[src/rtl/cpu_ctrl_pkg.sv]
// Shared types, key indices and the free-run divisor helper for the CPU
// step/run clock-enable controller.
package cpu_ctrl_pkg;

  typedef enum logic {
    MODE_STEP = 1'b0,
    MODE_RUN  = 1'b1
  } mode_e;

  localparam int KEY_STEP  = 0;
  localparam int KEY_MODE  = 1;
  localparam int KEY_SPEED = 2;
  localparam int NUM_KEYS  = 3;

  // Each speed step divides the base period by four.
  function automatic int unsigned run_divisor(input int unsigned run_div,
                                              input logic [1:0]  spd);
    return run_div >> (2 * spd);
  endfunction

endpackage

[src/rtl/key_debounce.sv]
// One push-button path: 2-flop synchroniser, counting debouncer and a
// registered one-cycle pulse on each accepted press (stable 1 -> 0).
module key_debounce #(
  parameter int DEBOUNCE_CYCLES = 1000000,
  parameter int DB_W            = 20
) (
  input  logic clk,
  input  logic rst_n,
  input  logic i_key_n,
  output logic o_press
);

  localparam logic [DB_W-1:0] DB_LAST = DB_W'(DEBOUNCE_CYCLES - 1);

  logic            r_sync1;
  logic            r_sync2;
  logic            r_stable;
  logic            r_stable_d;
  logic            r_press;
  logic [DB_W-1:0] r_cnt;

  logic w_mismatch;
  logic w_accept;

  assign w_mismatch = (r_sync2 != r_stable);
  assign w_accept   = w_mismatch && (r_cnt == DB_LAST);

  always_ff @(posedge clk or negedge rst_n) begin
    if (!rst_n) begin
      r_sync1    <= 1'b1;
      r_sync2    <= 1'b1;
      r_stable   <= 1'b1;
      r_stable_d <= 1'b1;
      r_press    <= 1'b0;
      r_cnt      <= '0;
    end else begin
      r_sync1 <= i_key_n;
      r_sync2 <= r_sync1;
      // Any return to agreement restarts the count, so short glitches never land.
      if (!w_mismatch) begin
        r_cnt <= '0;
      end else if (w_accept) begin
        r_cnt    <= '0;
        r_stable <= r_sync2;
      end else begin
        r_cnt <= r_cnt + DB_W'(1);
      end
      r_stable_d <= r_stable;
      r_press    <= r_stable_d & ~r_stable;
    end
  end

  assign o_press = r_press;

endmodule

[src/rtl/cpu_step_ctrl.sv]
// Clock-enable generator for cpu_16bit: debounced board keys drive a
// STEP/RUN mode FSM and a speed-selectable free-run prescaler.
module cpu_step_ctrl
  import cpu_ctrl_pkg::*;
#(
  parameter int DEBOUNCE_CYCLES = 1000000,
  parameter int DB_W            = 20,
  parameter int RUN_DIV         = 25000000,
  parameter int DIV_W           = 25
) (
  input  logic       clk,
  input  logic       rst_n,
  input  logic [2:0] key_n,
  output logic       cpu_en,
  output logic       run_mode,
  output logic [1:0] speed,
  output logic [2:0] key_pulse
);

  logic [NUM_KEYS-1:0] w_key_pulse;

  genvar gi;
  generate
    for (gi = 0; gi < NUM_KEYS; gi++) begin : g_key
      key_debounce #(
        .DEBOUNCE_CYCLES(DEBOUNCE_CYCLES),
        .DB_W           (DB_W)
      ) u_debounce (
        .clk    (clk),
        .rst_n  (rst_n),
        .i_key_n(key_n[gi]),
        .o_press(w_key_pulse[gi])
      );
    end
  endgenerate

  mode_e            r_state;
  mode_e            w_state_next;
  logic [1:0]       r_speed;
  logic [1:0]       w_speed_next;
  logic [DIV_W-1:0] r_div_cnt;
  logic [DIV_W-1:0] w_div_cnt_next;
  logic [DIV_W-1:0] w_div_last;
  logic             r_cpu_en;
  logic             w_cpu_en_next;

  logic w_step_p;
  logic w_mode_p;
  logic w_speed_p;

  assign w_step_p   = w_key_pulse[KEY_STEP];
  assign w_mode_p   = w_key_pulse[KEY_MODE];
  assign w_speed_p  = w_key_pulse[KEY_SPEED];
  assign w_div_last = DIV_W'(run_divisor(RUN_DIV, r_speed) - 1);

  always_ff @(posedge clk or negedge rst_n) begin
    if (!rst_n) begin
      r_state   <= MODE_STEP;
      r_speed   <= 2'd0;
      r_div_cnt <= '0;
      r_cpu_en  <= 1'b0;
    end else begin
      r_state   <= w_state_next;
      r_speed   <= w_speed_next;
      r_div_cnt <= w_div_cnt_next;
      r_cpu_en  <= w_cpu_en_next;
    end
  end

  // All pulses are judged against the current (pre-transition) state.
  always_comb begin
    w_state_next   = r_state;
    w_speed_next   = r_speed;
    w_div_cnt_next = r_div_cnt;
    w_cpu_en_next  = 1'b0;

    if (w_mode_p) begin
      w_state_next = (r_state == MODE_STEP) ? MODE_RUN : MODE_STEP;
    end
    if (w_speed_p) begin
      w_speed_next = r_speed + 2'd1;
    end

    case (r_state)
      MODE_STEP: begin
        w_div_cnt_next = '0;
        w_cpu_en_next  = w_step_p;
      end
      MODE_RUN: begin
        // Leaving RUN or changing speed restarts the period with no enable.
        if (w_mode_p || w_speed_p) begin
          w_div_cnt_next = '0;
        end else if (r_div_cnt == w_div_last) begin
          w_div_cnt_next = '0;
          w_cpu_en_next  = 1'b1;
        end else begin
          w_div_cnt_next = r_div_cnt + DIV_W'(1);
        end
      end
      default: begin
        w_state_next   = MODE_STEP;
        w_div_cnt_next = '0;
      end
    endcase
  end

  assign cpu_en    = r_cpu_en;
  assign run_mode  = (r_state == MODE_RUN);
  assign speed     = r_speed;
  assign key_pulse = w_key_pulse;

endmodule
[config.mk]
export PLATFORM = sky130hd
export DESIGN_NAME = cpu_step_ctrl
export DESIGN_NICKNAME = d
export VERILOG_FILES = /design/src/rtl/cpu_ctrl_pkg.sv /design/src/rtl/key_debounce.sv /design/src/rtl/cpu_step_ctrl.sv
export SDC_FILE = /design/constraint.sdc
export NUM_CORES = 1
export LEC_CHECK = 0
export ABC_AREA = 1
export CAP_MARGIN = 20
export CORE_MARGIN = 2
export CORE_UTILIZATION = 60
export CTS_BUF_LIST = sky130_fd_sc_hd__clkbuf_4
export DETAILED_ROUTE_END_ITERATION = 8
export GPL_ROUTABILITY_DRIVEN = 0
export GPL_TIMING_DRIVEN = 1
export PLACE_DENSITY_LB_ADDON = 0.12
export SLEW_MARGIN = 5
export SYNTH_ARGS = -nofsm -noshare
export SYNTH_HDL_FRONTEND = slang
export SYNTH_SLANG_ARGS = --single-unit
[constraint.sdc]
create_clock -name clk -period 2.51 [get_ports clk]
set_input_delay 0.251 -clock clk [delete_from_list [all_inputs] [get_ports clk]]
set_output_delay 0.251 -clock clk [all_outputs]
set_load 0.01 [all_outputs]
# After elaboration in Yosys (flattened, before gate mapping)
# Index checks and enable logic that the tools add are counted.
# W data, S select, Z words.
[classes] n_addsub=6 mul=0 div=0 order_cmp=0 n_eq_ne=7 shift=1 mux=13 bitwise_logic=7 reduce_logical=7
[ops] operator="$mux W20" count=6
[ops] operator="$add A20 B1 Y20 const B" count=3
[ops] operator="$eq A20 B20 Y1 const B" count=3
[ops] operator="$mux W25" count=2
[ops] operator="$pmux W25 S2" count=1
[ops] operator="$add A25 B1 Y25 const B" count=1
[ops] operator="$eq A25 B25 Y1" count=1
[ops] operator="$shr A25 B3 Y25 const A" count=1
[ops] operator="$sub A25 B1 Y25 const B" count=1
[ops] operator="$reduce_and A2 Y1" count=3
[ops] operator="$not A1 Y1" count=4
[ops] operator="$and A1 B1 Y1" count=3
[ops] operator="$logic_and A1 B1 Y1" count=3
[ops] operator="$mux W1" count=3
[ops] operator="$ne A1 B1 Y1" count=3
[ops] operator="$add A2 B1 Y2 const B" count=1
[ops] operator="$pmux W1 S2" count=1
[ops] operator="$logic_or A1 B1 Y1" count=1
[word_totals] reg_bits=104 latch_bits=0 mem_bits_rw=0 romBits=0 in_bits=5 output_inout_bits=7 word_cells=63 mem_count=0

# Longest topological paths before layout
[depth] word_depth=6 ltp_mapped=14

# Modules after synthesis
# A second synthesis with hierarchy kept.
[hier_totals] cells_unflattened=802 area_unflattened_um2=6017.0
[by_module_without_submodules] module="key_debounce" instances=3 cells_per_inst=169 area_each_um2=1326.3 seq_area_each_um2=630.6
[by_module_without_submodules] module="cpu_step_ctrl" instances=1 cells_per_inst=295 area_each_um2=2038.2 seq_area_each_um2=725.7

# Worst setup path after synthesis
# OpenSTA, ideal clock, no wires.
[synth_path] kind="register to register" from="register r_speed[1] (netlist: speed[1])" to="register r_div_cnt[13]" setup_ns=0.121 arrival_time_ns=1.806 required_time_ns=2.389 slack_ns=0.583 stages_incl_launch_ff=14 cell_sequence="dfrtp_1 -> ha_1 -> inv_1 -> ha_1 -> inv_1 -> nand2_1 -> nand2_1 -> nor2_1 -> nand2_1 -> nor2_2 -> nand3_2 -> nand2_4 -> buf_6 -> nor2_1"
[synth_between] elab_chain_cells=6
[synth_rtl] element="start: declaration" line="cpu_step_ctrl.sv:39" source="logic [1:0] r_speed;"
[synth_rtl] element="start signal: assignment" line="cpu_step_ctrl.sv:64" source="r_speed <= w_speed_next;"
[synth_rtl] element="$shr A25 B3 Y25" line="cpu_ctrl_pkg.sv:18" source="return run_div >> (2 * spd);"
[synth_rtl] element="$sub A25 B1 Y25" line="cpu_step_ctrl.sv:54" source="assign w_div_last = DIV_W'(run_divisor(RUN_DIV, r_speed) - 1);"
[synth_rtl] element="$eq A25 B25 Y1" line="cpu_step_ctrl.sv:93" source="end else if (r_div_cnt == w_div_last) begin"
[synth_rtl] element="$mux W25" line="cpu_step_ctrl.sv:93"
[synth_rtl] element="$mux W25" line="cpu_step_ctrl.sv:91" source="if (w_mode_p || w_speed_p) begin"
[synth_rtl] element="$pmux W25 S2" line="cpu_step_ctrl.sv:84" source="case (r_state)"
[synth_rtl] element="net w_div_cnt_next[13]" line="cpu_step_ctrl.sv:42" source="logic [DIV_W-1:0] w_div_cnt_next;"
[synth_rtl] element="end signal: assignment" line="cpu_step_ctrl.sv:65" source="r_div_cnt <= w_div_cnt_next;"
[synth_rtl] element="end: declaration" line="cpu_step_ctrl.sv:41" source="logic [DIV_W-1:0] r_div_cnt;"
# The timed path passes the listed nets, and every way through them passes these cells.
# A chain may end at the register's enable or synchronous reset.

# Final worst setup path
[layout_path] from="register r_speed[1] (netlist: speed[1])" to="register r_div_cnt[5]"
# Same word-level chain as after synthesis.

==> impl_metrics.ini <==
[timing]
final.setup_skew_ps = 8.02
fmax_mhz = 454
hold_viol = 0
slew_headroom_pct = 60.1
tightest_slew_ps = 596
setup_tns_ps = 0
period_share_pct = 87.7
final.min_clock_period_ps = 2200
drv_slew = 0
setup_violations = 0
rsz0062_at_grt = false

[critical_path]
cp_cell_sequence = ha_1 > inv_1 > ha_1 > inv_1 > nand2_1 > nand2_1 > nor2_1 > nand2_1 > nor2_2 > nand3_2 > nand2_4 > nor2_1
critPathLaunchType = register
cp_common_cell = nand2_1
crit_path_max_incr_delay_ps = 590
required_ps = 2850
critPathBufInv = 2
worstPathMaxFanout = 25
slowest_stage = dfrtp_1
endpoint_kind = register
critical_path.top_delay_family = simple AND/OR/NAND/NOR gates
criticalPathCategory = register to register
cp_data_arrival_time_ps = 2540

[clocking]
cts_resized = 0
clk_path_buf_depth = 2
htreeDepth = 3
cts_root_buf = clkbuf_4
clkTransAtPathRegs_ps = 160
clock_latency_ps = 450
cts.sinks = 104
cts_tree = yes
cts_made_buffers = 9

[synth]
synth_warnings = 0
ys_ff_latch = 104
synth_flop_cell = dfrtp_1
synth_seq_area_share_pct = 44.9
synth_cell_types = 32
synth_top_area_share_pct = 39.5
synth_edf_count = 0
synth_top_cell_by_area = dfrtp_1
synth_area_um2 = 5830
synth.avg_cell_area_um2 = 7.37
synth_nets = 806
synth.area.top_cells = dfrtp_1 39%, nand2_1 13%, nor2_1 10%
syn_inst = 791
async_reset_ff_share_pct = 100

[layout]
area_growth_pct = 6.22
n_antenna_cell = 0
final_nets = 824
design_area_um2 = 6190
drive_gt1_share_pct = 7.49

[grt]
antenna_found_initial = 0
track_usage_pct = 24.0
grt_pass1_vias = 4652
grt_max_degree = 71
overflow = 0
grt_pass1_wl_mm = 20.0

[floorplanning]
core_um2 = 9330
die_w_um = 103
dieArea_um2 = 10500
std_cell_rows = 35
initial_core_util_pct = 62.5
die_h_um = 103
ios = 12

[routing]
vias = 4791
viasPerCell = 5.08
top_layer = met4
firstDrtPassIters = 5
drc_errors = 0
wl_per_cell_um = 12.0
wl_met2_mm = 5.51
wirelength_mm = 11.3
met3_wirelength_um = 501
initialDrtViolationCount = 215
wl_met1_mm = 5.19
ant_nets = 0

[power_and_ir_drop]
p_per_area_nw_per_um2 = 421
max-vdd-ir-drop_mv = 0.402
p_leak_nw = 2.94

[placement]
postPlaceCellArea_um2 = 6060
portBuffers = 11
detailed_place_hpwl_mm = 8.49

[hold_path]
hold_path.class = input pin to register

[run]
cap_violations = 0

[status]
status = completed
synthesized netlist by cell type (2+ instances only):
master     n
nand2_1  196
nor2_1   162
inv_1    121
dfrtp_1   92
nand3_1   47
xor2_1    29
nor3_1    28
nand4_1   19
o21ai_0   13
dfstp_2   12
ha_1      10
nor2_2     9
a21oi_1    8
xnor2_1    7
inv_2      5
o21ai_1    5
buf_6      4
nand3_2    4
buf_4      3
nand2_2    3
nor2_4     2
nor3_4     2
cell usage in the layout (no fill, tap or decap), types with 2 or more instances in the layout:
cell type | Yosys | layout
clkbuf_4 | 0 | 11
buf_4 | 3 | 2
nand3_2 | 4 | 4
nor3_4 | 2 | 2
nand3_1 | 47 | 47
inv_1 | 121 | 121
nor3_1 | 28 | 28
dfstp_2 | 12 | 12
nor2_4 | 2 | 2
a21oi_1 | 8 | 8
o21ai_0 | 13 | 13
inv_2 | 5 | 5
nand2_1 | 196 | 196
clkdlybuf4s50_1 | 0 | 10
xor2_1 | 29 | 29
nor2_1 | 162 | 162
inv_6 | 0 | 2
nand2_2 | 3 | 3
xnor2_1 | 7 | 7
dfrtp_1 | 92 | 92
nor2_2 | 9 | 9
ha_1 | 10 | 10
nand4_1 | 19 | 19
o21ai_1 | 5 | 5
report_power, final:
part | internal, mW | switching (mW)
Combinational | 0.0256 | 0.0634
Sequential | 1.70 | 0.0118
Clock | 0.240 | 0.572
per-stage QoR:
stage	total power, mW	setup slack (ps)	util, %	hold WS [ps]	instances
3_3_place_gp	1.83	481	65.0	227	926
3_5_place_dp	1.83	339	65.0	236	926
5_1_grt	2.73	120	66.4	146	943
4_1_cts	2.64	301	66.4	169	943
2_1_floorplan	1.78	583	-	-44.6	791
6_report	2.61	309	66.4	198	943
worst paths after layout:
| kind | startpoint | to | slack, ps | cells past startpoint |
|---|---|---|---|---|
| min reg2reg | g_key[0].u_debounce.r_sync1 | g_key[0].u_debounce.r_sync2 | 370 | 0 |
| max | speed[1] | r_div_cnt[5] | 310 | 12 |
| min in group asynchronous | rst_n | g_key[0].u_debounce.r_cnt[18] | 270 | 2 |
| max reg2reg | speed[1] | r_div_cnt[5] | 310 | 12 |
| min | key_n[1] | g_key[1].u_debounce.r_sync1 | 200 | 1 |
| max in group asynchronous | rst_n | g_key[2].u_debounce.r_stable | 1500 | 3 |
registers in the layout, indices dropped and copies added (netlist names):
signal and cells:
g_key.u_debounce.r_stable_d 3, run_mode 1, g_key.u_debounce.r_cnt 60, g_key.u_debounce.r_stable 3, speed 2, cpu_en 1, g_key.u_debounce.r_sync1 3, r_div_cnt 25
g_key.u_debounce.o_press 3, g_key.u_debounce.r_sync2 3
kinds of logic after synthesis:
group / Yosys count / synth area share [%]
xor gates and xnor gates: 36 / 5.41
DFF: 104 / 44.9
and+or+nand+nor: 478 / 35.4
adders and majority gates: 10 / 2.15
AOI/OAI and AO/OA: 30 / 2.90
buffers and inverters: 133 / 9.27
layout make-up:
type,count,area (µm²)
clock buffers,11,82.6
clock inverters,5,41.3
fillers,808,3130
inverters,126,473
multi-input cells,554,2670
flip-flops and latches,104,2620
well taps,129,161
repair buffers,14,145
routing by layer:
layer,up-vias,global-route usage (%)
li1,2468,-
met1,2195,31.7
met2,115,40.2
met3,13,4.95
met4,0,7.28
met5,-,0
repair_timing:
action	CTS	global route
endpoints found under the hold margin	32	0
setup buffers	0	0
hold buffers	1	0
(Power assumes the default switching activity.)
